## src/rtl/pipeline_hazard_ctrl_pkg.sv

```systemverilog
`default_nettype none
// ============================================================================
// pipeline_hazard_ctrl_pkg : shared types for the RV32I stall/flush controller
// Revision: 1.0
// ============================================================================
package pipeline_hazard_ctrl_pkg;

  typedef enum logic [1:0] {
    MP_IDLE = 2'd0,
    MP_WAIT = 2'd1,
    MP_DONE = 2'd2
  } memport_state_t;

  typedef enum logic [2:0] {
    ACT_RESET  = 3'd0,
    ACT_STALL  = 3'd1,
    ACT_FLUSH  = 3'd2,
    ACT_BUBBLE = 3'd3,
    ACT_RUN    = 3'd4
  } hazard_act_t;

  typedef struct packed {
    logic if_id;
    logic id_ex;
    logic ex_mem;
    logic mem_wb;
  } buf_ctrl_t;

  function automatic logic src_hit(input logic uses, input logic [4:0] rs,
                                   input logic [4:0] rd);
    return uses & (rs == rd);
  endfunction

endpackage
`default_nettype wire

```

## src/rtl/pipeline_hazard_ctrl_if.sv

```systemverilog
`default_nettype none
// ============================================================================
// pipeline_hazard_ctrl_if : cache handshake between datapath and controller
// Revision: 1.0
// ============================================================================
interface pipeline_hazard_ctrl_if;
  logic imem_req;
  logic imem_resp;
  logic imem_read;
  logic ir_latch;
  logic ir_use_latched;
  logic dmem_req;
  logic dmem_resp;
  logic dmem_en;

  modport master (
    output imem_req, imem_resp, dmem_req, dmem_resp,
    input  imem_read, ir_latch, ir_use_latched, dmem_en
  );

  modport slave (
    input  imem_req, imem_resp, dmem_req, dmem_resp,
    output imem_read, ir_latch, ir_use_latched, dmem_en
  );
endinterface
`default_nettype wire

```

## src/rtl/pipeline_hazard_ctrl_memport_tracker.sv

```systemverilog
`default_nettype none
// ============================================================================
// memport_tracker : remembers a cache response received while the other port
//                   still stalls the pipeline. Revision: 1.0
// ============================================================================
module memport_tracker
  import pipeline_hazard_ctrl_pkg::*;
(
  input  logic           clk,
  input  logic           reset,
  input  logic           req,
  input  logic           resp,
  input  logic           other_pend,
  output logic           pend,
  output logic           strobe,
  output memport_state_t state
);

  always_ff @(posedge clk) begin
    if (reset) begin
      state <= MP_IDLE;
    end else begin
      case (state)
        MP_IDLE: begin
          // A response arriving with the request is treated exactly like WAIT
          if (req) begin
            if (resp) state <= other_pend ? MP_DONE : MP_IDLE;
            else      state <= MP_WAIT;
          end
        end
        MP_WAIT: begin
          if (resp) state <= other_pend ? MP_DONE : MP_IDLE;
        end
        MP_DONE: begin
          if (!other_pend) state <= MP_IDLE;
        end
        default: state <= MP_IDLE;
      endcase
    end
  end

  assign pend   = req & ~resp & (state != MP_DONE);
  assign strobe = ~reset & req & (state != MP_DONE);

endmodule
`default_nettype wire

```

## src/rtl/pipeline_hazard_ctrl.sv

```systemverilog
`default_nettype none
// ============================================================================
// pipeline_hazard_ctrl : stall/flush/PC-enable control for the 5-stage pipe
// Revision: 1.0
// ============================================================================
module pipeline_hazard_ctrl
  import pipeline_hazard_ctrl_pkg::*;
#(
  parameter int CNT_W = 32
) (
  input  logic                   clk,
  input  logic                   reset,
  pipeline_hazard_ctrl_if.slave  mem,
  input  logic                   EX_memread,
  input  logic [4:0]             EX_rd_num,
  input  logic [4:0]             ID_rs1_num,
  input  logic [4:0]             ID_rs2_num,
  input  logic                   ID_uses_rs1,
  input  logic                   ID_uses_rs2,
  input  logic                   EX_br_taken,
  output logic                   pc_load,
  output logic                   stall_IF_ID,
  output logic                   stall_ID_EX,
  output logic                   stall_EX_MEM,
  output logic                   stall_MEM_WB,
  output logic                   clear_IF_ID,
  output logic                   clear_ID_EX,
  output logic                   clear_EX_MEM,
  output logic                   clear_MEM_WB,
  output logic [CNT_W-1:0]       stall_cycles,
  output logic [CNT_W-1:0]       bubble_count,
  output logic [CNT_W-1:0]       flush_count
);

  logic           i_pend, d_pend, mem_stall, load_use;
  memport_state_t istate, dstate;
  hazard_act_t    act;
  buf_ctrl_t      stall_v, clear_v;

  memport_tracker u_itrk (
    .clk(clk), .reset(reset), .req(mem.imem_req), .resp(mem.imem_resp),
    .other_pend(d_pend), .pend(i_pend), .strobe(mem.imem_read), .state(istate)
  );

  memport_tracker u_dtrk (
    .clk(clk), .reset(reset), .req(mem.dmem_req), .resp(mem.dmem_resp),
    .other_pend(i_pend), .pend(d_pend), .strobe(mem.dmem_en), .state(dstate)
  );

  assign mem_stall = i_pend | d_pend;

  // Latch when the I tracker will move to DONE, including a same-cycle IDLE hit
  assign mem.ir_latch = ~reset & mem.imem_resp & d_pend &
                        ((istate == MP_WAIT) | ((istate == MP_IDLE) & mem.imem_req));
  assign mem.ir_use_latched = ~reset & (istate == MP_DONE);

  assign load_use = EX_memread & (EX_rd_num != 5'd0) &
                    (src_hit(ID_uses_rs1, ID_rs1_num, EX_rd_num) |
                     src_hit(ID_uses_rs2, ID_rs2_num, EX_rd_num));

  always_comb begin
    act     = ACT_RUN;
    stall_v = '0;
    clear_v = '0;
    pc_load = 1'b0;
    if (reset) begin
      act     = ACT_RESET;
      clear_v = '1;
    end else if (mem_stall) begin
      act     = ACT_STALL;
      stall_v = '1;
    end else if (EX_br_taken) begin
      act           = ACT_FLUSH;
      clear_v.if_id = 1'b1;
      clear_v.id_ex = 1'b1;
      pc_load       = 1'b1;
    end else if (load_use) begin
      act           = ACT_BUBBLE;
      stall_v.if_id = 1'b1;
      clear_v.id_ex = 1'b1;
    end else begin
      pc_load = 1'b1;
    end
  end

  assign {stall_IF_ID, stall_ID_EX, stall_EX_MEM, stall_MEM_WB} = stall_v;
  assign {clear_IF_ID, clear_ID_EX, clear_EX_MEM, clear_MEM_WB} = clear_v;

  always_ff @(posedge clk) begin
    if (reset) begin
      stall_cycles <= '0;
      bubble_count <= '0;
      flush_count  <= '0;
    end else begin
      stall_cycles <= stall_cycles + CNT_W'(act == ACT_STALL);
      bubble_count <= bubble_count + CNT_W'(act == ACT_BUBBLE);
      flush_count  <= flush_count  + CNT_W'(act == ACT_FLUSH);
    end
  end

endmodule
`default_nettype wire

```

## src/flat_wrapper.sv

```systemverilog
// flat-port wrapper written by rule: the top's interface ports become plain ports
module pipeline_hazard_ctrl_flat import pipeline_hazard_ctrl_pkg::*;
#(
  parameter int CNT_W = 32
)
  (clk, reset, EX_memread, EX_rd_num, ID_rs1_num, ID_rs2_num, ID_uses_rs1, ID_uses_rs2, EX_br_taken, pc_load, stall_IF_ID, stall_ID_EX, stall_EX_MEM, stall_MEM_WB, clear_IF_ID, clear_ID_EX, clear_EX_MEM, clear_MEM_WB, stall_cycles, bubble_count, flush_count, mem_imem_req, mem_imem_resp, mem_dmem_req, mem_dmem_resp, mem_imem_read, mem_ir_latch, mem_ir_use_latched, mem_dmem_en);
  pipeline_hazard_ctrl_if mem_i ();
  input  logic clk;
  input  logic reset;
  input  logic EX_memread;
  input  logic [4:0] EX_rd_num;
  input  logic [4:0] ID_rs1_num;
  input  logic [4:0] ID_rs2_num;
  input  logic ID_uses_rs1;
  input  logic ID_uses_rs2;
  input  logic EX_br_taken;
  output logic pc_load;
  output logic stall_IF_ID;
  output logic stall_ID_EX;
  output logic stall_EX_MEM;
  output logic stall_MEM_WB;
  output logic clear_IF_ID;
  output logic clear_ID_EX;
  output logic clear_EX_MEM;
  output logic clear_MEM_WB;
  output logic [CNT_W-1:0] stall_cycles;
  output logic [CNT_W-1:0] bubble_count;
  output logic [CNT_W-1:0] flush_count;
  input wire logic [$bits(mem_i.imem_req)-1:0] mem_imem_req;
  input wire logic [$bits(mem_i.imem_resp)-1:0] mem_imem_resp;
  input wire logic [$bits(mem_i.dmem_req)-1:0] mem_dmem_req;
  input wire logic [$bits(mem_i.dmem_resp)-1:0] mem_dmem_resp;
  output wire logic [$bits(mem_i.imem_read)-1:0] mem_imem_read;
  output wire logic [$bits(mem_i.ir_latch)-1:0] mem_ir_latch;
  output wire logic [$bits(mem_i.ir_use_latched)-1:0] mem_ir_use_latched;
  output wire logic [$bits(mem_i.dmem_en)-1:0] mem_dmem_en;
  assign mem_i.imem_req = mem_imem_req;
  assign mem_i.imem_resp = mem_imem_resp;
  assign mem_i.dmem_req = mem_dmem_req;
  assign mem_i.dmem_resp = mem_dmem_resp;
  assign mem_imem_read = mem_i.imem_read;
  assign mem_ir_latch = mem_i.ir_latch;
  assign mem_ir_use_latched = mem_i.ir_use_latched;
  assign mem_dmem_en = mem_i.dmem_en;
  pipeline_hazard_ctrl #(.CNT_W(CNT_W)) u_core (.clk(clk), .reset(reset), .mem(mem_i), .EX_memread(EX_memread), .EX_rd_num(EX_rd_num), .ID_rs1_num(ID_rs1_num), .ID_rs2_num(ID_rs2_num), .ID_uses_rs1(ID_uses_rs1), .ID_uses_rs2(ID_uses_rs2), .EX_br_taken(EX_br_taken), .pc_load(pc_load), .stall_IF_ID(stall_IF_ID), .stall_ID_EX(stall_ID_EX), .stall_EX_MEM(stall_EX_MEM), .stall_MEM_WB(stall_MEM_WB), .clear_IF_ID(clear_IF_ID), .clear_ID_EX(clear_ID_EX), .clear_EX_MEM(clear_EX_MEM), .clear_MEM_WB(clear_MEM_WB), .stall_cycles(stall_cycles), .bubble_count(bubble_count), .flush_count(flush_count));
endmodule
```

## config.mk

```make
export PLATFORM = sky130hd
export DESIGN_NAME = pipeline_hazard_ctrl_flat
export DESIGN_NICKNAME = d
export VERILOG_FILES = /design/src/rtl/pipeline_hazard_ctrl_pkg.sv /design/src/rtl/pipeline_hazard_ctrl_if.sv /design/src/rtl/pipeline_hazard_ctrl_memport_tracker.sv /design/src/rtl/pipeline_hazard_ctrl.sv /design/src/flat_wrapper.sv
export SDC_FILE = /design/constraint.sdc
export NUM_CORES = 1
export LEC_CHECK = 0
export BUFFER_PORTS_ARGS = -buffer_cell sky130_fd_sc_hd__buf_2
export CORE_MARGIN = 3
export CORE_UTILIZATION = 30
export CTS_CLUSTER_SIZE = 16
export DETAILED_ROUTE_END_ITERATION = 6
export GPL_ROUTABILITY_DRIVEN = 1
export PLACE_DENSITY = 0.55
export SYNTH_ARGS = -nofsm -noshare
export SYNTH_HDL_FRONTEND = slang
export SYNTH_HIERARCHICAL = 1
export SYNTH_SLANG_ARGS = --single-unit
```

## constraint.sdc

```tcl
create_clock -name clk -period 2.93 [get_ports clk]
set_input_delay 0.4395 -clock clk [delete_from_list [all_inputs] [get_ports clk]]
set_output_delay 0.4395 -clock clk [all_outputs]
set_load 0.005 [all_outputs]
```

==> impl_metrics.tcl, run 1 <==
set metrics [dict create \
    status "completed" \
    pre_cts_ws_ns -0.204 \
    synth_cells 571 \
    n_antenna_cell 0 \
    die_area_um2 17900 \
    peakVddDrop_v 0.000247 \
    firstDrtPassIters 4 \
    yosys-top-cells-count "100 x dfxtp_1, 51 x nor2_1, 50 x a21oi_1" \
    final.min_clock_period_ns 2.73 \
    async_flop_share 0 \
    critical_path_required_ns 3.20 \
    synth_top_area_share 0.407 \
    grt_pass1_wl_um 22500 \
    insertion_delay_ns 0.35 \
    yosysUniqueCellTypes 47 \
    dpl.hpwl_um 9760 \
    p_seq_frac 0.489 \
    htree_levels 3 \
    num-fill-cells 1621 \
    max-slew-margin-rel 0.515 \
    intPower_mw 2.18 \
    skew_ns 0.00790 \
    ys_ff_latch 100 \
    swShare 0.219 \
    clock-sinks 100 \
    drive_gt1_frac 0.280 \
    fin_ws_ns 0.196 \
    start_kind "flip-flop" \
    wirelength_um 13500 \
    synth_warnings 6 \
    cts_max_path_buffers 2 \
    final_antenna_net_count 0 \
    clock.fmax_mhz 366 \
    cts_setup_buffers 0 \
    grt.total_usage 0.150 \
    final_nets 737 \
    worst_pin_slew_ns 0.728 \
    total_power_mw 2.80 \
    gp_congestion 0.757 \
    dieHeight_um 134 \
    yosys-top-cells-area "dfxtp_1 41%, xor2_1 5.9%, or4_1 5.5%, o31ai_1 5.3%, a21oi_1 5.1%" \
    syn_to_final_growth_pct 27.1 \
    boundaryPins 134 \
    path_max_fanout 6 \
    clk_pin_slew_worst_paths_ns 0.07 \
    yosysSeqAreaShare 0.407 \
    wl_per_cell_um 14.6 \
    hold_buffers 0 \
    drc 0 \
    synthFlopType "dfxtp_1" \
    initial_core_util 0.308 \
    hold_viol_final 0 \
    grt_max_degree 68 \
    io_buffer_count 133 \
    yosysMostFrequentCell "dfxtp_1" \
    avgSynthCellArea_um2 8.61 \
    met3_usage 0.0315 \
    setup_viol 0 \
    critical_path_class "flip-flop to flip-flop" \
    synth_edf_count 0 \
    rows 46 \
    busiest_layer "met2" \
    p_per_area_nw_per_um2 448 \
    grt.met2_usage 0.264 \
    finalSetupTns_ns 0 \
    p_leak_nw 2.46 \
    antenna_found_initial 0 \
    synth.net_count 602 \
    core_area_um2 15900 \
    avgViaCountPerCell 5.18 \
    drt_iter0_markers 206 \
    finalMaxSlewViolations 0 \
    p_clk_frac 0.470 \
    grt_overflow 0 \
    crit_path_end_kind "flip-flop" \
    cts-buffers-inserted 9 \
    regToRegSetupSlack_ns 0.20 \
    vias 4802 \
    grt_pass1_vias 4707 \
    power_frac_comb 0.041 \
    root_buffer "clkbuf_16" \
    period_share 0.933 \
    critical_path_arrival_ns 3.00 \
    cts_tree "built" \
    grtUsageMet1 0.176 \
    yosys.area.top_type "dfxtp_1" \
    synth_area_um2 4910 \
    die_width_um 134 \
    cap_violations 0 \
    p_sw_mw 0.612 \
    min_path_type "input pin to flip-flop" \
]
## path summary, 6_finish.rpt
| check | end | cells after the start | start |
|---|---|---|---|
| worst max-delay path | u_core/flush_count[28] | 11 | u_core/u_itrk/state[0] |
| worst max register to register | u_core/flush_count[28] | 11 | u_core/u_itrk/state[0] |
| worst min-delay path | u_core/u_dtrk/state[0] | 2 | mem_dmem_resp |
| worst min register to register | u_core/u_dtrk/state[0] | 1 | u_core/u_dtrk/state[1] |
## placed cells by master (no fill, tap or decap), types with 6 or more instances in the layout
cell type and n:
nand4_1 22, nand3_1 31, and4_1 11, xnor2_1 12, buf_4 25, o31ai_1 35, o21ai_0 13, and3_1 8
mux2_2 6, or3_1 16, nor2_1 51, buf_2 132, or4_1 36, inv_1 11, nor2b_1 12, clkbuf_16 9
nor4_1 14, nand2_1 29, dfxtp_1 100, xor2_1 33, a21oi_1 50
## registers in the layout (all words and copies together), names as in the netlist
register             cells
u_core/stall_cycles     32
u_core/flush_count      32
u_core/u_dtrk/state      2
u_core/bubble_count     32
u_core/u_itrk/state      2
## metal layers
metal	part of all wire	vias to the layer above
met5	0	-
met3	0.049	14
met4	0.016	0
met2	0.49	109
li1	-	2393
met1	0.44	2286
## critical path, cell delays in order, from the launching register on
cell and delay (ns):
dfxtp_1 0.34, nand2b_1 0.17, nand2_1 0.10, nor2_1 0.06
nor3_2 0.18, and2_1 0.16, ha_2 0.20, ha_2 0.21
and4_2 0.29, nand4_1 0.25, or4_1 0.55, a21oi_1 0.15
## cell families after synthesis
logic type | after synthesis | share of synthesized area
AOI/OAI and AO/OA | 108 | 0.132
buffers and inverters | 44 | 0.0385
and+or+nand+nor | 262 | 0.313
DFF | 100 | 0.407
xor gates and xnor gates | 45 | 0.0802
muxes | 6 | 0.0137
adders and majority gates | 6 | 0.0153
## stage by stage
stage | utilization | std cells | hold slack (ns) | cell area (µm²)
final | 0.392 | 927 | 0.289 | 6250
after global routing | 0.392 | 927 | 0.272 | 6250
after CTS | 0.389 | 927 | 0.267 | 6210
after detailed placement | 0.369 | 911 | 0.456 | 5880
after global placement | 0.369 | 911 | 0.437 | 5880
after floorplan | - | 571 | 0.421 | 4910
## final cells by class
cell class	instances	area (µm²)	area share
sequential	100	2000	0.321
tap	216	270	0.0433
clock buffer	10	239	0.0383
inverter	11	41.3	0.00661
multi-input combinational	427	2760	0.442
timing repair buffer	157	848	0.136
clock inverter	6	86.3	0.0138
## repair_timing
item	CTS	global route
gates resized for setup	0	9
setup endpoints to repair	0	28
endpoints found under the hold margin	0	0
## power groups by stage
stage / combinational [mW] / clock [mW] / sequential [mW]
after floorplan: 0.0602 / 0 / 1.40
after CTS: 0.115 / 1.37 / 1.37
after global placement: 0.110 / 0 / 1.40
after global routing: 0.128 / 1.42 / 1.37
after detailed placement: 0.114 / 0 / 1.40
final: 0.114 / 1.31 / 1.37
Note: power is estimated with default switching activity, not from simulation.
==> run 2, diff against run 1 <==
Settings changed: CTS_BUF_LIST set to sky130_fd_sc_hd__clkbuf_4.
==> run 2 against run 1 <==
Worst hold slack worse by 0.14 ns. Critical path depth is 1 higher. Utilization is 0.93 points lower. Combinational power hardly changed. First-iteration DRC count is 12% higher. Sequential power hardly changed. Register-to-register slack hardly changed. Critical path type unchanged. Critical endpoint is now u_core/bubble_count[22].
==> impl_metrics.tcl, run 2 (same netlist as run 1, synthesis figures left out) <==
set metrics [dict create \
    grt_pass1_wl_um 22500 \
    finalMaxSlewViolations 0 \
    status "completed" \
    final_antenna_net_count 0 \
    syn_to_final_growth_pct 24.1 \
    hold_viol_final 0 \
    final_cell_mix "132 x buf_2, 100 x dfxtp_1, 51 x nor2_1, 50 x a21oi_1, 36 x or4_1" \
    crit_path_end_kind "flip-flop" \
    regToRegSetupSlack_ns 0.21 \
    initial_core_util 0.308 \
    boundaryPins 134 \
    core_area_um2 15900 \
    final_nets 739 \
    wl_per_cell_um 14.5 \
    htree_levels 3 \
    hold_buffers 0 \
    antenna_found_initial 1 \
    skew_ns 0.0149 \
    drt_iter0_markers 230 \
    grt_overflow 0 \
    dieHeight_um 134 \
    cap_violations 0 \
    rsz0062_at_grt "false" \
    p_per_area_nw_per_um2 382 \
    path_max_fanout 5 \
    insertion_delay_ns 0.46 \
    critical_path_class "flip-flop to flip-flop" \
    die_area_um2 17900 \
    root_buffer "clkbuf_4" \
    worst_pin_slew_ns 0.719 \
    num-fill-cells 1645 \
    die_width_um 134 \
    fin_ws_ns 0.206 \
    reg.largest.list "u_core/bubble_count (32), u_core/flush_count (32), u_core/stall_cycles (32)" \
    clock-sinks 100 \
    firstDrtPassIters 4 \
    grt_max_degree 68 \
    period_share 0.930 \
    cts_max_path_buffers 2 \
    gp_congestion 0.757 \
    pre_cts_ws_ns -0.204 \
    clock.fmax_mhz 367 \
    holdWs_ns 0.154 \
    grt.total_usage 0.149 \
    final_core_util 0.382 \
    wirelength_um 13500 \
    dpl.hpwl_um 9760 \
    vias 4831 \
    io_buffer_count 133 \
    final_common_cell "buf_2" \
    critical_path_required_ns 3.34 \
    clk_pin_slew_worst_paths_ns 0.16 \
    drc 0 \
    setup_viol 0 \
    cts-buffers-inserted 9 \
    start_kind "flip-flop" \
    peakVddDrop_v 0.000190 \
    cts_tree "built" \
    critical_path_arrival_ns 3.13 \
    grt_pass1_vias 4708 \
    max-slew-margin-rel 0.521 \
    p_leak_nw 2.40 \
    final.min_clock_period_ns 2.72 \
    min_path_type "input pin to flip-flop" \
    rows 46 \
    drive_gt1_frac 0.281 \
    avgViaCountPerCell 5.19 \
]
-- run 2: path summary, 6_finish.rpt --
path                           from                      end  cells past startpoint
min reg2reg  u_core/u_dtrk/state[1]   u_core/u_dtrk/state[0]                      1
min                   mem_dmem_resp   u_core/u_dtrk/state[0]                      2
max reg2reg  u_core/u_itrk/state[0]  u_core/bubble_count[22]                     12
max          u_core/u_itrk/state[0]  u_core/bubble_count[22]                     12
-- run 2: power by group --
part / internal (mW) / leakage, nW / switching (mW) / total (mW)
registers: 1.37 / 0.806 / 0.00428 / 1.37
clock network: 0.344 / 0.0837 / 0.499 / 0.843
logic: 0.0478 / 1.51 / 0.0657 / 0.113
-- run 2: worst max-delay path, stage by stage (launching register included) --
cell and delay, ns:
dfxtp_1 0.37, nand2b_1 0.17, nand2_1 0.10, nor2_1 0.06, nor3_2 0.18, buf_4 0.14, nor4b_2 0.20, ha_2 0.25
ha_1 0.17, and3_1 0.22, nand2_1 0.13, or4_1 0.54, a21oi_1 0.14
-- run 2: layer usage --
layer / global-route usage / up-vias / wire length [µm]
met1: 0.177 / 2294 / 5950
met5: 0 / - / 0
li1: - / 2388 / -
met3: 0.0296 / 19 / 698
met2: 0.262 / 130 / 6600
met4: 0.0600 / 0 / 231
-- run 2: repair_timing --
| action | 4_1_cts | 5_1_grt |
|---|---|---|
| buffers inserted | 2 | 0 |
| pin swaps | 1 | 2 |
| resized for setup | 1 | 9 |
| endpoints found under the setup margin | 2 | 30 |
-- run 2: layout make-up --
cell class	count	area [µm²]	area share
multi-input combinational	427	2760	0.453
antenna	1	2.50	0.000410
sequential	100	2000	0.328
tap	216	270	0.0443
timing repair buffer	159	863	0.142
clock buffer	9	67.6	0.0111
clock inverter	7	90.1	0.0148
inverter	11	41.3	0.00677
-- run 2: through the flow --
step / cells / total power [mW] / TNS, ns / cell area [µm²]
floorplan: 571 / 1.46 / 0 / 4910
global placement: 911 / 1.51 / -0.646 / 5880
detailed placement: 911 / 1.51 / -2.48 / 5880
CTS: 929 / 2.37 / 0 / 6060
global route: 930 / 2.43 / 0 / 6100
finish: 930 / 2.33 / 0 / 6100
==> run 3, diff against run 2 <==
Settings changed: CORE_UTILIZATION 30 to 25, PLACE_DENSITY 0.55 to 0.47.
Clock period 2.93 ns to 2.7 ns, I/O delays scaled along.
==> run 3 against run 2 <==
Combinational power grew 27%. Non-clock buffer count grew 19. Cell count is 6.8% higher. Highest routed layer unchanged.
==> impl_metrics.tcl, run 3 (same netlist as run 1, synthesis figures left out) <==
set metrics [dict create \
    status "completed" \
    io_buffer_count 133 \
    total_power_mw 2.39 \
    final_antenna_net_count 0 \
    cts_tree "built" \
    clk_pin_slew_worst_paths_ns 0.16 \
    wirelength_um 14200 \
    core_area_um2 19000 \
    clock-sinks 100 \
    intPower_mw 1.76 \
    finalMaxSlewViolations 0 \
    critical_path_required_ns 3.10 \
    path_max_fanout 4 \
    cts_max_path_buffers 2 \
    p_per_area_nw_per_um2 376 \
    start_kind "flip-flop" \
    power_frac_comb 0.060 \
    boundaryPins 134 \
    dieHeight_um 146 \
    grt.total_usage 0.131 \
    placed_cell_area_um2 6110 \
    setup_viol 0 \
    fin_ws_ns 0.103 \
    drc 0 \
    root_buffer "clkbuf_4" \
    die_area_um2 21400 \
    min_path_type "input pin to flip-flop" \
    reg.largest.list "u_core/bubble_count (32), u_core/flush_count (32), u_core/stall_cycles (32)" \
    p_leak_nw 2.48 \
    cts-buffers-inserted 9 \
    hold_viol_final 0 \
    final.min_clock_period_ns 2.60 \
    antenna_found_initial 1 \
    crit_path_end_kind "flip-flop" \
    vias 4871 \
    skew_ns 0.0141 \
    peakVddDrop_v 0.000176 \
    insertion_delay_ns 0.47 \
    worst_pin_slew_ns 0.716 \
    period_share 0.962 \
    final_common_cell "buf_2" \
    firstDrtPassIters 5 \
    grt_max_degree 68 \
    pre_cts_ws_ns -0.401 \
    grt_pass1_vias 4673 \
    clock.fmax_mhz 385 \
    cap_violations 0 \
    gp_congestion 0.852 \
    max-slew-margin-rel 0.523 \
    final_cell_mix "132 x buf_2, 97 x dfxtp_1, 50 x nor2_1, 49 x a21oi_1, 46 x buf_4" \
    final_nets 758 \
    design_area_um2 6340 \
    die_width_um 146 \
    wl_per_cell_um 14.3 \
    p_clk_frac 0.317 \
    hold_buffers 0 \
    swShare 0.263 \
    dpl.hpwl_um 10400 \
    critical_path_class "flip-flop to flip-flop" \
    grt_overflow 0 \
    p_sw_mw 0.627 \
    htree_levels 3 \
    rows 50 \
    p_seq_frac 0.624 \
    syn_to_final_growth_pct 29.1 \
    critical_path_arrival_ns 3.00 \
    avgViaCountPerCell 4.91 \
    grt_pass1_wl_um 23600 \
    initial_core_util 0.258 \
    drive_gt1_frac 0.320 \
    drt_iter0_markers 230 \
]
==> run 3: power groups by stage <==
stage          clock network, mW  registers [mW]  logic, mW
6_report                   0.755            1.49      0.143
3_3_place_gp                   0            1.52      0.132
4_1_cts                    0.806            1.49      0.137
2_1_floorplan                  0            1.52     0.0653
5_1_grt                    0.860            1.49      0.159
3_5_place_dp                   0            1.52      0.135
==> run 3: final timing paths <==
kind	start	end	slack, ns	cells past startpoint
setup / recovery	u_core/u_itrk/state[0]	u_core/flush_count[26]	0.10	12
setup reg to reg	u_core/u_itrk/state[0]	u_core/flush_count[26]	0.10	12
hold / removal	mem_dmem_resp	u_core/u_dtrk/state[0]	0.10	2
hold reg to reg	u_core/bubble_count[31]	u_core/bubble_count[31]	0.50	2
==> run 3: cell type report <==
class                      count  area (µm²)
fill                        2043       12700
multi-input combinational    427        2840
sequential                   100        2010
timing repair buffer         178        1010
tap                          260         325
clock buffer                  11        82.6
inverter                      11        41.3
clock inverter                 5        38.8
antenna                        1        2.50
==> run 3: through the flow <==
stage                     utilization  hold WS (ns)  std cells  TNS [ns]
after global placement          0.321         0.465        973     -5.33
after CTS                       0.329        0.0493        990         0
after global routing            0.334        0.0597        993  -0.00319
after detailed placement        0.321         0.481        973     -7.63
final                           0.334         0.104        993         0
after floorplan                     -         0.421        571    -0.155
==> run 3: layer usage <==
layer | track usage | wire length, µm | vias up
li1 | - | - | 2428
met4 | 0.0484 | 233 | 0
met2 | 0.217 | 6870 | 92
met5 | 0 | 0 | -
met3 | 0.0335 | 681 | 15
met1 | 0.166 | 6420 | 2336
==> run 3: timing repair <==
| item | in CTS | in global routing |
|---|---|---|
| pin swaps | 2 | 6 |
| cloned | 0 | 0 |
| resized for setup | 7 | 16 |
| endpoints found under the setup margin | 23 | 26 |
| setup buffers | 1 | 2 |
==> run 3: critical path, stage by stage, from the launching register on <==
cell      delay, ns
dfxtp_2        0.35
nand2b_4       0.15
nand2_4        0.07
nor2_4         0.04
nor3_2         0.16
buf_4          0.14
and2_4         0.15
ha_4           0.16
ha_4           0.13
and4_4         0.25
nand4_1        0.21
or4_4          0.60
a21oi_2        0.12
